<file path="config.mk">
export PLATFORM = sky130hd
export DESIGN_NAME = control_pipeline_stage
export DESIGN_NICKNAME = d
export VERILOG_FILES = /design/src/rtl/control_pipeline_stage.sv
export SDC_FILE = /design/constraint.sdc
export NUM_CORES = 1
export LEC_CHECK = 0
export ABC_AREA = 1
export BUFFER_PORTS_ARGS = -buffer_cell sky130_fd_sc_hd__buf_2
export CORE_ASPECT_RATIO = 0.7
export CORE_MARGIN = 8
export CORE_UTILIZATION = 35
export DETAILED_ROUTE_END_ITERATION = 8
export GPL_TIMING_DRIVEN = 0
export PLACE_DENSITY_LB_ADDON = 0.08
export SYNTH_ARGS = -nofsm -noshare
export SYNTH_HDL_FRONTEND = slang
export SYNTH_SLANG_ARGS = --single-unit
</file>
<file path="constraint.sdc">
create_clock -name clk -period 1.45 [get_ports clk]
set_input_delay 0.145 -clock clk [delete_from_list [all_inputs] [get_ports clk]]
set_output_delay 0.145 -clock clk [all_outputs]
set_load 0.05 [all_outputs]
</file>
<file path="src/rtl/control_pipeline_stage.sv">
// control_pipeline_stage
//   Decode/control stage of the pipelined MIPS core. Decodes the ID-stage
//   instruction into its control bundle and registers it, together with the
//   register specifiers, into the ID/EX pipeline register. Also detects
//   load-use hazards, decodes JAL/JR linkage and counts illegal instructions.
//
// Ports
//   clk, rst          : rising-edge clock, asynchronous active-high reset
//   instruction       : ID-stage instruction word
//   valid_in          : instruction is real (not a bubble)
//   stall_in          : downstream stall, ID/EX holds
//   flush_in          : taken branch/jump, ID/EX loads a bubble
//   hazard_stall      : combinational load-use stall request to IF/ID and PC
//   ex_*              : registered ID/EX control bundle and specifiers
//   illegal_pulse     : one-cycle pulse after an illegal instruction is accepted
//   illegal_count     : saturating count of accepted illegal instructions
module control_pipeline_stage #(
   parameter int ALU_OP_WIDTH      = 3,
   parameter int REG_ADDR_WIDTH    = 5,
   parameter int SUPPORT_LINK      = 1,
   parameter int ILLEGAL_CNT_WIDTH = 8
) (
   input  logic                         clk,
   input  logic                         rst,
   input  logic [31:0]                  instruction,
   input  logic                         valid_in,
   input  logic                         stall_in,
   input  logic                         flush_in,
   output logic                         hazard_stall,
   output logic                         ex_valid,
   output logic                         ex_reg_write,
   output logic                         ex_mem_to_reg,
   output logic                         ex_mem_write,
   output logic                         ex_alu_src,
   output logic                         ex_reg_dest,
   output logic                         ex_branch,
   output logic                         ex_branch_ne,
   output logic                         ex_jump,
   output logic                         ex_link,
   output logic                         ex_jump_reg,
   output logic [ALU_OP_WIDTH-1:0]      ex_alu_op,
   output logic [REG_ADDR_WIDTH-1:0]    ex_rs,
   output logic [REG_ADDR_WIDTH-1:0]    ex_rt,
   output logic [REG_ADDR_WIDTH-1:0]    ex_rd,
   output logic [REG_ADDR_WIDTH-1:0]    ex_write_reg,
   output logic                         illegal_pulse,
   output logic [ILLEGAL_CNT_WIDTH-1:0] illegal_count
);

   // ALU operation codes (shared with the execute stage)
   localparam logic [ALU_OP_WIDTH-1:0] ALU_OP_AND     = ALU_OP_WIDTH'(3'b000);
   localparam logic [ALU_OP_WIDTH-1:0] ALU_OP_OR      = ALU_OP_WIDTH'(3'b001);
   localparam logic [ALU_OP_WIDTH-1:0] ALU_OP_ADD     = ALU_OP_WIDTH'(3'b010);
   localparam logic [ALU_OP_WIDTH-1:0] ALU_OP_LUI     = ALU_OP_WIDTH'(3'b011);
   localparam logic [ALU_OP_WIDTH-1:0] ALU_OP_NOR     = ALU_OP_WIDTH'(3'b100);
   localparam logic [ALU_OP_WIDTH-1:0] ALU_OP_UNKNOWN = ALU_OP_WIDTH'(3'b101);
   localparam logic [ALU_OP_WIDTH-1:0] ALU_OP_SUB     = ALU_OP_WIDTH'(3'b110);
   localparam logic [ALU_OP_WIDTH-1:0] ALU_OP_SLT     = ALU_OP_WIDTH'(3'b111);

   localparam logic [5:0] OP_SPECIAL = 6'b000000;
   localparam logic [5:0] OP_J       = 6'b000010;
   localparam logic [5:0] OP_JAL     = 6'b000011;
   localparam logic [5:0] OP_BEQ     = 6'b000100;
   localparam logic [5:0] OP_BNE     = 6'b000101;
   localparam logic [5:0] OP_ADDI    = 6'b001000;
   localparam logic [5:0] OP_ADDIU   = 6'b001001;
   localparam logic [5:0] OP_SLTI    = 6'b001010;
   localparam logic [5:0] OP_ANDI    = 6'b001100;
   localparam logic [5:0] OP_ORI     = 6'b001101;
   localparam logic [5:0] OP_LUI     = 6'b001111;
   localparam logic [5:0] OP_LW      = 6'b100011;
   localparam logic [5:0] OP_SW      = 6'b101011;
   localparam logic [5:0] FN_JR      = 6'b001000;

   typedef struct packed {
      logic                      valid;
      logic                      reg_write;
      logic                      mem_to_reg;
      logic                      mem_write;
      logic                      alu_src;
      logic                      reg_dest;
      logic                      branch;
      logic                      branch_ne;
      logic                      jump;
      logic                      link;
      logic                      jump_reg;
      logic [ALU_OP_WIDTH-1:0]   alu_op;
      logic [REG_ADDR_WIDTH-1:0] rs;
      logic [REG_ADDR_WIDTH-1:0] rt;
      logic [REG_ADDR_WIDTH-1:0] rd;
      logic [REG_ADDR_WIDTH-1:0] write_reg;
   } ctrl_t;

   function automatic logic [ALU_OP_WIDTH-1:0] funct_alu_op(input logic [5:0] funct);
      case (funct)
         6'b100000, 6'b100001: funct_alu_op = ALU_OP_ADD;
         6'b100010:            funct_alu_op = ALU_OP_SUB;
         6'b100100:            funct_alu_op = ALU_OP_AND;
         6'b100101:            funct_alu_op = ALU_OP_OR;
         6'b100111:            funct_alu_op = ALU_OP_NOR;
         6'b101010:            funct_alu_op = ALU_OP_SLT;
         default:              funct_alu_op = ALU_OP_UNKNOWN;
      endcase
   endfunction

   ctrl_t                         dec;
   logic                          legal;
   logic                          uses_rs;
   logic                          uses_rt;
   logic                          hazard;
   ctrl_t                         ex_d, ex_q;
   logic                          illegal_pulse_d, illegal_pulse_q;
   logic [ILLEGAL_CNT_WIDTH-1:0]  illegal_count_d, illegal_count_q;
   logic [5:0]                    opcode;
   logic [5:0]                    funct;
   logic                          unused_shamt;

   assign opcode       = instruction[31:26];
   assign funct        = instruction[5:0];
   assign unused_shamt = ^instruction[10:6];

   // Combinational decode
   always_comb begin
      dec     = '0;
      legal   = 1'b0;
      uses_rs = 1'b0;
      uses_rt = 1'b0;
      case (opcode)
         OP_SPECIAL: begin
            if (funct == FN_JR) begin
               if (SUPPORT_LINK != 0) begin
                  legal        = 1'b1;
                  dec.jump_reg = 1'b1;
                  uses_rs      = 1'b1;
               end
            end else if (funct_alu_op(funct) != ALU_OP_UNKNOWN) begin
               legal         = 1'b1;
               dec.reg_write = 1'b1;
               dec.alu_op    = funct_alu_op(funct);
               uses_rs       = 1'b1;
               uses_rt       = 1'b1;
            end
         end
         OP_ADDI, OP_ADDIU, OP_SLTI, OP_ANDI, OP_ORI, OP_LUI: begin
            legal         = 1'b1;
            dec.reg_write = 1'b1;
            dec.reg_dest  = 1'b1;
            dec.alu_src   = 1'b1;
            uses_rs       = 1'b1;
            case (opcode)
               OP_SLTI: dec.alu_op = ALU_OP_SLT;
               OP_ANDI: dec.alu_op = ALU_OP_AND;
               OP_ORI:  dec.alu_op = ALU_OP_OR;
               OP_LUI:  dec.alu_op = ALU_OP_LUI;
               default: dec.alu_op = ALU_OP_ADD;
            endcase
         end
         OP_LW: begin
            legal          = 1'b1;
            dec.reg_write  = 1'b1;
            dec.reg_dest   = 1'b1;
            dec.alu_src    = 1'b1;
            dec.mem_to_reg = 1'b1;
            dec.alu_op     = ALU_OP_ADD;
            uses_rs        = 1'b1;
         end
         OP_SW: begin
            legal         = 1'b1;
            dec.mem_write = 1'b1;
            dec.alu_src   = 1'b1;
            dec.alu_op    = ALU_OP_ADD;
            uses_rs       = 1'b1;
            uses_rt       = 1'b1;
         end
         OP_BEQ, OP_BNE: begin
            legal         = 1'b1;
            dec.branch    = 1'b1;
            dec.branch_ne = (opcode == OP_BNE);
            dec.alu_op    = ALU_OP_SUB;
            uses_rs       = 1'b1;
            uses_rt       = 1'b1;
         end
         OP_J: begin
            legal    = 1'b1;
            dec.jump = 1'b1;
         end
         OP_JAL: begin
            if (SUPPORT_LINK != 0) begin
               legal         = 1'b1;
               dec.jump      = 1'b1;
               dec.link      = 1'b1;
               dec.reg_write = 1'b1;
            end
         end
         default: ;
      endcase
      dec.valid = 1'b1;
      dec.rs    = REG_ADDR_WIDTH'(instruction[25:21]);
      dec.rt    = REG_ADDR_WIDTH'(instruction[20:16]);
      dec.rd    = REG_ADDR_WIDTH'(instruction[15:11]);
      // Instructions that write nothing carry write_reg 0 so they can never
      // alias a real destination in the hazard compare.
      if (dec.link)
         dec.write_reg = REG_ADDR_WIDTH'(31);
      else if (dec.reg_write)
         dec.write_reg = dec.reg_dest ? dec.rt : dec.rd;
   end

   // Load-use hazard against the load sitting in ID/EX; $0 never conflicts
   always_comb begin
      hazard = valid_in & ex_q.valid & ex_q.mem_to_reg & (ex_q.write_reg != '0) &
               ((uses_rs & (ex_q.write_reg == dec.rs)) |
                (uses_rt & (ex_q.write_reg == dec.rt)));
      hazard_stall = hazard & ~flush_in;
   end

   // ID/EX next-state, priority flush > stall > hazard > decode
   always_comb begin
      ex_d            = ex_q;
      illegal_pulse_d = 1'b0;
      illegal_count_d = illegal_count_q;
      if (flush_in) begin
         ex_d = '0;
      end else if (stall_in) begin
         ex_d = ex_q;
      end else if (hazard) begin
         ex_d = '0;
      end else if (valid_in && legal) begin
         ex_d = dec;
      end else if (valid_in) begin
         ex_d            = '0;
         illegal_pulse_d = 1'b1;
         if (illegal_count_q != '1)
            illegal_count_d = illegal_count_q + 1'b1;
      end else begin
         ex_d = '0;
      end
   end

   always_ff @(posedge clk or posedge rst) begin
      if (rst) begin
         ex_q            <= '0;
         illegal_pulse_q <= 1'b0;
         illegal_count_q <= '0;
      end else begin
         ex_q            <= ex_d;
         illegal_pulse_q <= illegal_pulse_d;
         illegal_count_q <= illegal_count_d;
      end
   end

   assign ex_valid      = ex_q.valid;
   assign ex_reg_write  = ex_q.reg_write;
   assign ex_mem_to_reg = ex_q.mem_to_reg;
   assign ex_mem_write  = ex_q.mem_write;
   assign ex_alu_src    = ex_q.alu_src;
   assign ex_reg_dest   = ex_q.reg_dest;
   assign ex_branch     = ex_q.branch;
   assign ex_branch_ne  = ex_q.branch_ne;
   assign ex_jump       = ex_q.jump;
   assign ex_link       = ex_q.link;
   assign ex_jump_reg   = ex_q.jump_reg;
   assign ex_alu_op     = ex_q.alu_op;
   assign ex_rs         = ex_q.rs;
   assign ex_rt         = ex_q.rt;
   assign ex_rd         = ex_q.rd;
   assign ex_write_reg  = ex_q.write_reg;
   assign illegal_pulse = illegal_pulse_q;
   assign illegal_count = illegal_count_q;

endmodule

</file>
Yosys cells after proc, flatten, opt, wreduce, memory -nomap -nowiden:

Index checks and enable logic that the tools add are counted.

* bits in registers: 43
* memories kept: 0
* bits of input ports: 37
* latch bits: 0
* bits in writable memories: 0
* output and inout bits: 44
* ROM bits: 0
* logic and storage cells: 106

* reduce and logical (&&, ||, !) cells: 15
* $add $sub $neg: 1
* divide/modulo/power cells: 0
* shift operators: 0
* magnitude comparators: 0
* bitwise gates (word level): 12
* eq/ne operators: 25
* multiply operators: 0
* multiplexer cells: 35

Operators by type and width (count)
* 2-to-1 mux 34 bit: 4
* == test 6 bit (second input constant): 9
* == test 6 x 4 -> 1 bit (second input constant): 7
* case mux 3 bit (4 select lines): 2
* case mux 3 bit (6 select lines): 1
* 2-to-1 mux 1 bit: 16
* OR reduction 8 bit: 2
* 2-to-1 mux 5 bit: 3
* == test 6 x 2 -> 1 bit (second input constant): 2
* == test 6 x 3 -> 1 bit (second input constant): 2
* 2-to-1 mux 3 bit: 4
* OR reduction 12 bit: 1
* == test 5 bit: 2
* OR reduction 10 bit: 1
* adder 8 x 1 -> 8 bit (second input constant): 1
* != test 8 bit (second input constant): 1
* case mux 1 bit (2 select lines): 4
* OR reduction 2 bit: 4
* bitwise AND 1 bit: 7
* OR reduction 7 bit: 1
* logical NOT 6 bit: 1
* AND reduction 6 bit: 1
* OR reduction 6 bit: 1
* nonzero test 5 bit: 1
* 7 further kinds: 10

Depth between registers and ports, before layout:

Gate-level depths: netlist of run 1.

* depth in word-level cells: 15
* gate-level depth with buffers: 13
* mapped depth without buffers: 12

Worst setup path before layout of run 1:

Ideal clock, no wire load.

* path kind: reg-to-output
* from: register ex_q (netlist bit ex_write_reg[3])
* to: output hazard_stall
* buffers on the path: 1
* data required time: 1305 ps
* path slack: -770 ps
* arrival time: 2075 ps
* stages on the path, launching flop included: 9
* cells stage by stage: dfrtp_1 > xnor2_1 > nand2_1 > nor3_1 > nand2_1 > nand2_2 > nand2_4 > buf_6 > nor2_1

* longest elaborated chain between the ends: 5
* elaborated cells between the ends (all ways): 9
* those cells by class: eq/ne (2); bitwise (6); reduce/logical (1)

RTL lines
* start, declared: RTL line 111 `ctrl_t ex_d, ex_q;`
* start signal, assigned: RTL line 242 `ex_q <= '0;`
* start signal, assigned: RTL line 246 `ex_q <= ex_d;`
* == test 5 bit, on equally long branches: RTL line 212, 213
* bitwise AND 1 bit, on equally long branches: RTL line 212, 213
* bitwise OR 1 bit: RTL line 212 `((uses_rs & (ex_q.write_reg == dec.rs)) |`
* bitwise AND 1 bit (*): RTL line 211 `hazard = valid_in & ex_q.valid & ex_q.mem_to_reg & (ex_q.write_reg != '0) &`
* bitwise AND 1 bit (*): RTL line 214 `hazard_stall = hazard & ~flush_in;`
* end, declared: RTL line 29 `output logic hazard_stall,`

Mark *: on every way between the ends. The rest lies on a longest branch, timed or not.

Worst setup path in the final report of run 1:

* from: register ex_q (netlist bit ex_write_reg[2])
* to: output hazard_stall

The elaborated chain is that of the path after synthesis.

==> metrics.csv, run 1 <==
metric;value;unit
rsz0062_at_grt;yes;
synth_edf_count;0;
finClkSkew;7.48;ps
worstMarginPinSlew;560;ps
post-route-min-period;1930;ps
fp-row-count;26;
ir_worst_vdd;984;uV
htreeDepth;2;
ys.flop_type;dfrtp_1;
drt_iter0_drc;179;
critPathLaunchType;register;
path_cells;xnor2_2 > nand2_1 > nor3_2 > nand2_1 > nand2_2 > nand2_4 > buf_8 > nor2_4 > buf_8;
wl_per_cell;14.5;um
async_flop_share;1.00;
cts_max_path_buffers;2;
crit_buf_inv;2;
grt_pass1_wl;13.1;mm
grt_use_total;0.154;
violations;negative setup slack;
final_hold_viol_count;0;
vias;2591;
cts_buffers;5;
slew_violations;0;
cap_violations;0;
clkSinkCount;43;
drc;0;
cpPeakStageDelay;470;ps
grt_pass1_vias;2564;
synthCells;349;
grt_overflow;0;
cp-end-kind;primary output;
p_per_area;972;nW/um2
timing.final.ws_setup;-475;ps
via_per_inst;4.75;
seqCellArea;1090;um2
crit_family;simple AND/OR/NAND/NOR gates;
hpwlAfterDp;6.11;mm
insertion_delay;300;ps
port_buffers;74;
synth_fp_nets;387;
synth.distinct_cells;29;
nNetsFinal;485;
place_area;3180;um2
synth_area_leaders;dfrtp_1 (41%), nand2_1 (16%), nand4_1 (8.1%);
p_leak;1.96;nW
path_clk_slew;90;ps
die_h;88.3;um
chipWidth;119;um
grt_antenna_before_repair;0;
crit_arrival;1780;ps
clockRootBuffer;clkbuf_8;
synth_warnings;0;
ys_seq_area_frac;0.412;
diodes;0;
synth_top_area_frac;0.412;
dr.pass1.iters;4;
coreArea;7250;um2
critPathKind;reg2out;
max-slew-margin-rel;0.625;
worst_ep_required_time;1310;ps
cp_max_fo;5;
ys_ff_latch;43;
syn2layout_area_growth;36.3;%
fin_crit_sh;1.33;
multiInputGateArea;1440;um2
min_path_type;in2reg;
syn_area;2610;um2
finalSetupTns;-6620;ps
reg2reg_slack;-250;ps
dieArea;10500;um2
start_util;0.360;
gp_congestion;0.826;
yosysTopAreaCell;dfrtp_1;
finalInstanceArea;3560;um2
status;finished with violations;
cpMaxStageDelayCell;dfrtp_2;
cts_tree;done;
syn_avg_cell_area;7.48;um2
fillerInstances;715;
ios;81;
fmax;0.519;GHz
drive_gt1_frac;0.364;
final-setup-viol-count;34;
wl;7.91;mm
grt_max_degree;36;
ant_nets;0;
largest_reg_flops;8;
[through the flow]
stage / cells / total power [mW] / utilization / setup WS (ps) / hold slack, ps
3_5_place_dp: 522 / 2.24 / 0.439 / -468 / 82.0
2_1_floorplan: 349 / 1.98 / - / -243 / 216
4_1_cts: 541 / 3.43 / 0.472 / -478 / 58.1
5_1_grt: 546 / 3.65 / 0.491 / -566 / 70.4
3_3_place_gp: 521 / 2.22 / 0.436 / -530 / 372
6_report: 546 / 3.46 / 0.491 / -475 / 77.2
[kinds of logic (layout without fill, tap and decap cells)]
group	Yosys count	after routing	synth area share
AO/OA/AOI/OAI	15	15	0.0302
XOR/XNOR	11	11	0.0369
adder cells (fa/ha/maj)	1	1	0.00479
buffers and inverters	46	145	0.0882
flip-flops	43	43	0.412
multiplexers	1	1	0.00383
AND/OR/NAND/NOR	232	232	0.424
[placed cells by master, fill, tap and decap left out, types with 2 or more instances in the layout]
cell type	Yosys	final
a21oi_1	3	3
buf_2	0	73
buf_4	0	12
buf_6	7	9
buf_8	0	2
bufinv_16	0	2
clkbuf_1	6	6
clkbuf_8	0	5
dfrtp_1	43	33
dfrtp_2	0	10
inv_1	30	26
inv_2	2	6
nand2_1	109	106
nand2_2	4	5
nand2_4	2	4
nand3_1	31	27
nand3_2	3	6
nand3_4	2	3
nand4_1	34	34
nor2_1	35	32
nor2_2	3	4
nor2_4	1	3
nor3_2	0	3
o21ai_0	5	3
o21ai_1	5	2
o21ai_2	0	5
or2_2	3	3
xnor2_1	9	7
xnor2_2	0	2
xor2_1	2	2
[final cells by class]
| type | instances | share of cell area |
|---|---|---|
| multi-input cells | 260 | 0.406 |
| flip-flops and latches | 43 | 0.306 |
| repair buffers | 91 | 0.150 |
| inverters | 33 | 0.0362 |
| well taps | 98 | 0.0344 |
| plain buffers | 13 | 0.0295 |
| clock buffers | 5 | 0.0193 |
| clock inverters | 3 | 0.0190 |
[Yosys cell counts (4+ instances only)]
cell type  number
xnor2_1         9
dfrtp_1        43
nand4_1        34
buf_6           7
nand2_1       109
clkbuf_1        6
inv_1          30
nand2_2         4
nand3_1        31
nor2_1         35
o21ai_1         5
o21ai_0         5
[power breakdown]
group	leakage, nW	total, mW	switching [mW]	internal (mW)
Clock	0.0644	1.13	0.442	0.687
Combinational	1.32	0.937	0.622	0.315
Sequential	0.578	1.39	0.111	1.28
[layer usage]
metal | GRT usage | vias up | routed length, um
met5 | 0 | - | 0
met3 | 0.0433 | 6 | 515
met2 | 0.214 | 69 | 3220
met4 | 0.0309 | 0 | 52
li1 | - | 1340 | -
met1 | 0.230 | 1176 | 4120
[what timing repair did]
action                                 in CTS  in global routing
endpoints found under the hold margin       8                  0
setup endpoints to repair                  39                 40
pin swaps                                   9                  7
setup buffers                               8                  5
hold buffers                                1                  0
cloned                                      2                  0
resized for setup                           6                 24
[worst paths after layout]
kind | from | to | depth (start not counted)
setup / recovery | ex_write_reg[2] | hazard_stall | 9
hold / removal | stall_in | illegal_pulse | 2
setup reg to reg | ex_write_reg[2] | ex_jump_reg | 10
hold reg to reg | ex_alu_op[0] | ex_alu_op[0] | 2
max in group asynchronous | rst | ex_write_reg[4] | 4
min in group asynchronous | rst | illegal_count[2] | 3
Note: power is estimated with default switching activity, not from simulation.
==> inputs of run 2 (changes only) <==
==> constraint.sdc (replaced) <==
create_clock -name clk -period 1.45 [get_ports clk]
set_input_delay 0.0725 -clock clk [delete_from_list [all_inputs] [get_ports clk]]
set_output_delay 0.0725 -clock clk [all_outputs]
set_load 0.05 [all_outputs]
==> run 2 against run 1 <==
Compared with the run above: the run still ends with negative setup slack left; clock power about the same; critical path depth unchanged; critical path type unchanged; clock-buffer cell count unchanged; die area unchanged; cell area decreased by 0.25%; cell count decreased by 0.37%; highest routed layer unchanged; sequential share of layout area increased by 0.075 points; routed wire length decreased by 0.24%.
==> metrics.csv, run 2 (same netlist as run 1, synthesis figures left out) <==
metric;value;unit;change
status;finished with violations;;
violations;negative setup slack;;
max-slew-margin-rel;0.624;;-0.00150
drt_iter0_drc;167;;-6.7%
clkSinkCount;43;;unchanged
wl;7.89;mm;-0.24%
chipWidth;119;um;unchanged
worst_ep_required_time;1380;ps;+70 ps
diodes;0;;unchanged
dpl.cell_count;522;;unchanged
drive_gt1_frac;0.363;;-0.000611
worstMarginPinSlew;562;ps;+2.24 ps
fp-row-count;26;;unchanged
cp-end-kind;primary output;;
ant_nets;0;;unchanged
cts_buffers;5;;unchanged
critPathKind;reg2out;;
p_leak;1.95;nW;-0.51%
grt_pass1_vias;2572;;+0.31%
post-place-ws;-323;ps;+145 ps
wl_per_cell;14.5;um;+0.13%
final_cell_mix;nand2_1 (105), buf_2 (73), nand4_1 (34);;
r2r_cells;10;;unchanged
start_util;0.360;;unchanged
rsz0062_at_grt;yes;;
p_per_area;975;nW/um2;+0.38%
timing.final.ws_setup;-402;ps;+73.4 ps
path_clk_slew;90;ps;about the same
ios;81;;unchanged
final_hold_viol_count;0;;unchanged
final-setup-viol-count;34;;unchanged
min_path_type;in2reg;;
largest_reg_flops;8;;unchanged
grt_use_total;0.155;;+0.000415
holdPathStages;3;;+1
grt_overflow;0;;unchanged
via_per_inst;4.77;;+0.60%
hpwlAfterDp;6.11;mm;unchanged
drc;0;;unchanged
finClkSkew;8.03;ps;+0.556 ps
syn2layout_area_growth;36.0;%;
die_h;88.3;um;unchanged
nNetsFinal;483;;-0.41%
htreeDepth;2;;unchanged
finalSetupTns;-6630;ps;-8.64 ps
port_buffers;74;;unchanged
clockRootBuffer;clkbuf_8;;
cp_max_fo;5;;unchanged
insertion_delay;300;ps;about the same
power.total;3.46;mW;+0.14%
grt_pass1_wl;13.1;mm;+0.31%
dieArea;10500;um2;unchanged
gp_congestion;0.826;;unchanged
fillerInstances;724;;+1.3%
post-route-min-period;1850;ps;-73.4 ps
fin_crit_sh;1.28;;-0.0506
grt_max_degree;36;;unchanged
vias;2597;;+0.23%
whs;33.2;ps;-44.0 ps
finalInstanceArea;3550;um2;-0.25%
crit_arrival;1780;ps;about the same
critPathLaunchType;register;;
dr.pass1.iters;4;;unchanged
fin_cells;544;;-0.37%
cap_violations;0;;unchanged
post-route-util;0.489;;-0.00121
cts_max_path_buffers;2;;unchanged
ir_worst_vdd;998;uV;+1.4%
fmax;0.540;GHz;+4.0%
cts_tree;done;;
coreArea;7250;um2;unchanged
grt_antenna_before_repair;0;;unchanged
slew_violations;0;;unchanged
final_common_cell;nand2_1;;
place_area;3180;um2;unchanged
[run 2: repair_timing]
item | 4_1_cts | 5_1_grt
pin swaps | 9 | 6
endpoints found under the hold margin | 44 | 0
buffers inserted | 8 | 2
setup endpoints to repair | 39 | 40
gates cloned | 2 | 0
resized for setup | 6 | 26
hold buffers | 2 | 0
[run 2: layout make-up]
cell class                 count  area [um2]  area share
multi-input combinational    260        1450       0.408
sequential                    43        1090       0.307
timing repair buffer          89         522       0.147
inverter                      33         129      0.0363
tap                           98         123      0.0345
buffer                        13         105      0.0296
clock buffer                   5        68.8      0.0194
clock inverter                 3        67.6      0.0190
[run 2: per-layer routing]
metal	global-route usage	wire, um	up-vias
met2	0.215	3220	71
met3	0.0433	511	4
met4	0.0309	47	0
li1	-	-	1340
met5	0	0	-
met1	0.231	4110	1182
[run 2: critical path, cell delays in order, from the launching register on]
cell and delay, ps:
dfrtp_2 470, xnor2_2 150, nand2_1 90, nor3_2 190, nand2_1 90, nand2_2 90
nand2_4 60, buf_8 120, nor2_4 80, buf_8 150
[run 2: report_power, final]
part / internal, mW / total (mW) / switching (mW) / leakage (nW)
logic: 0.316 / 0.947 / 0.630 / 1.31
registers: 1.28 / 1.39 / 0.111 / 0.578
clock network: 0.687 / 1.12 / 0.436 / 0.0644
[run 2: final timing paths]
path | start | slack [ps] | to
max | ex_write_reg[2] | -400 | hazard_stall
min | instruction[12] | 30 | ex_rd[1]
max reg2reg | ex_write_reg[2] | -270 | ex_jump_reg
min reg2reg | ex_alu_op[0] | 480 | ex_alu_op[0]
max in group asynchronous | rst | 760 | ex_write_reg[4]
min in group asynchronous | rst | 230 | illegal_count[2]
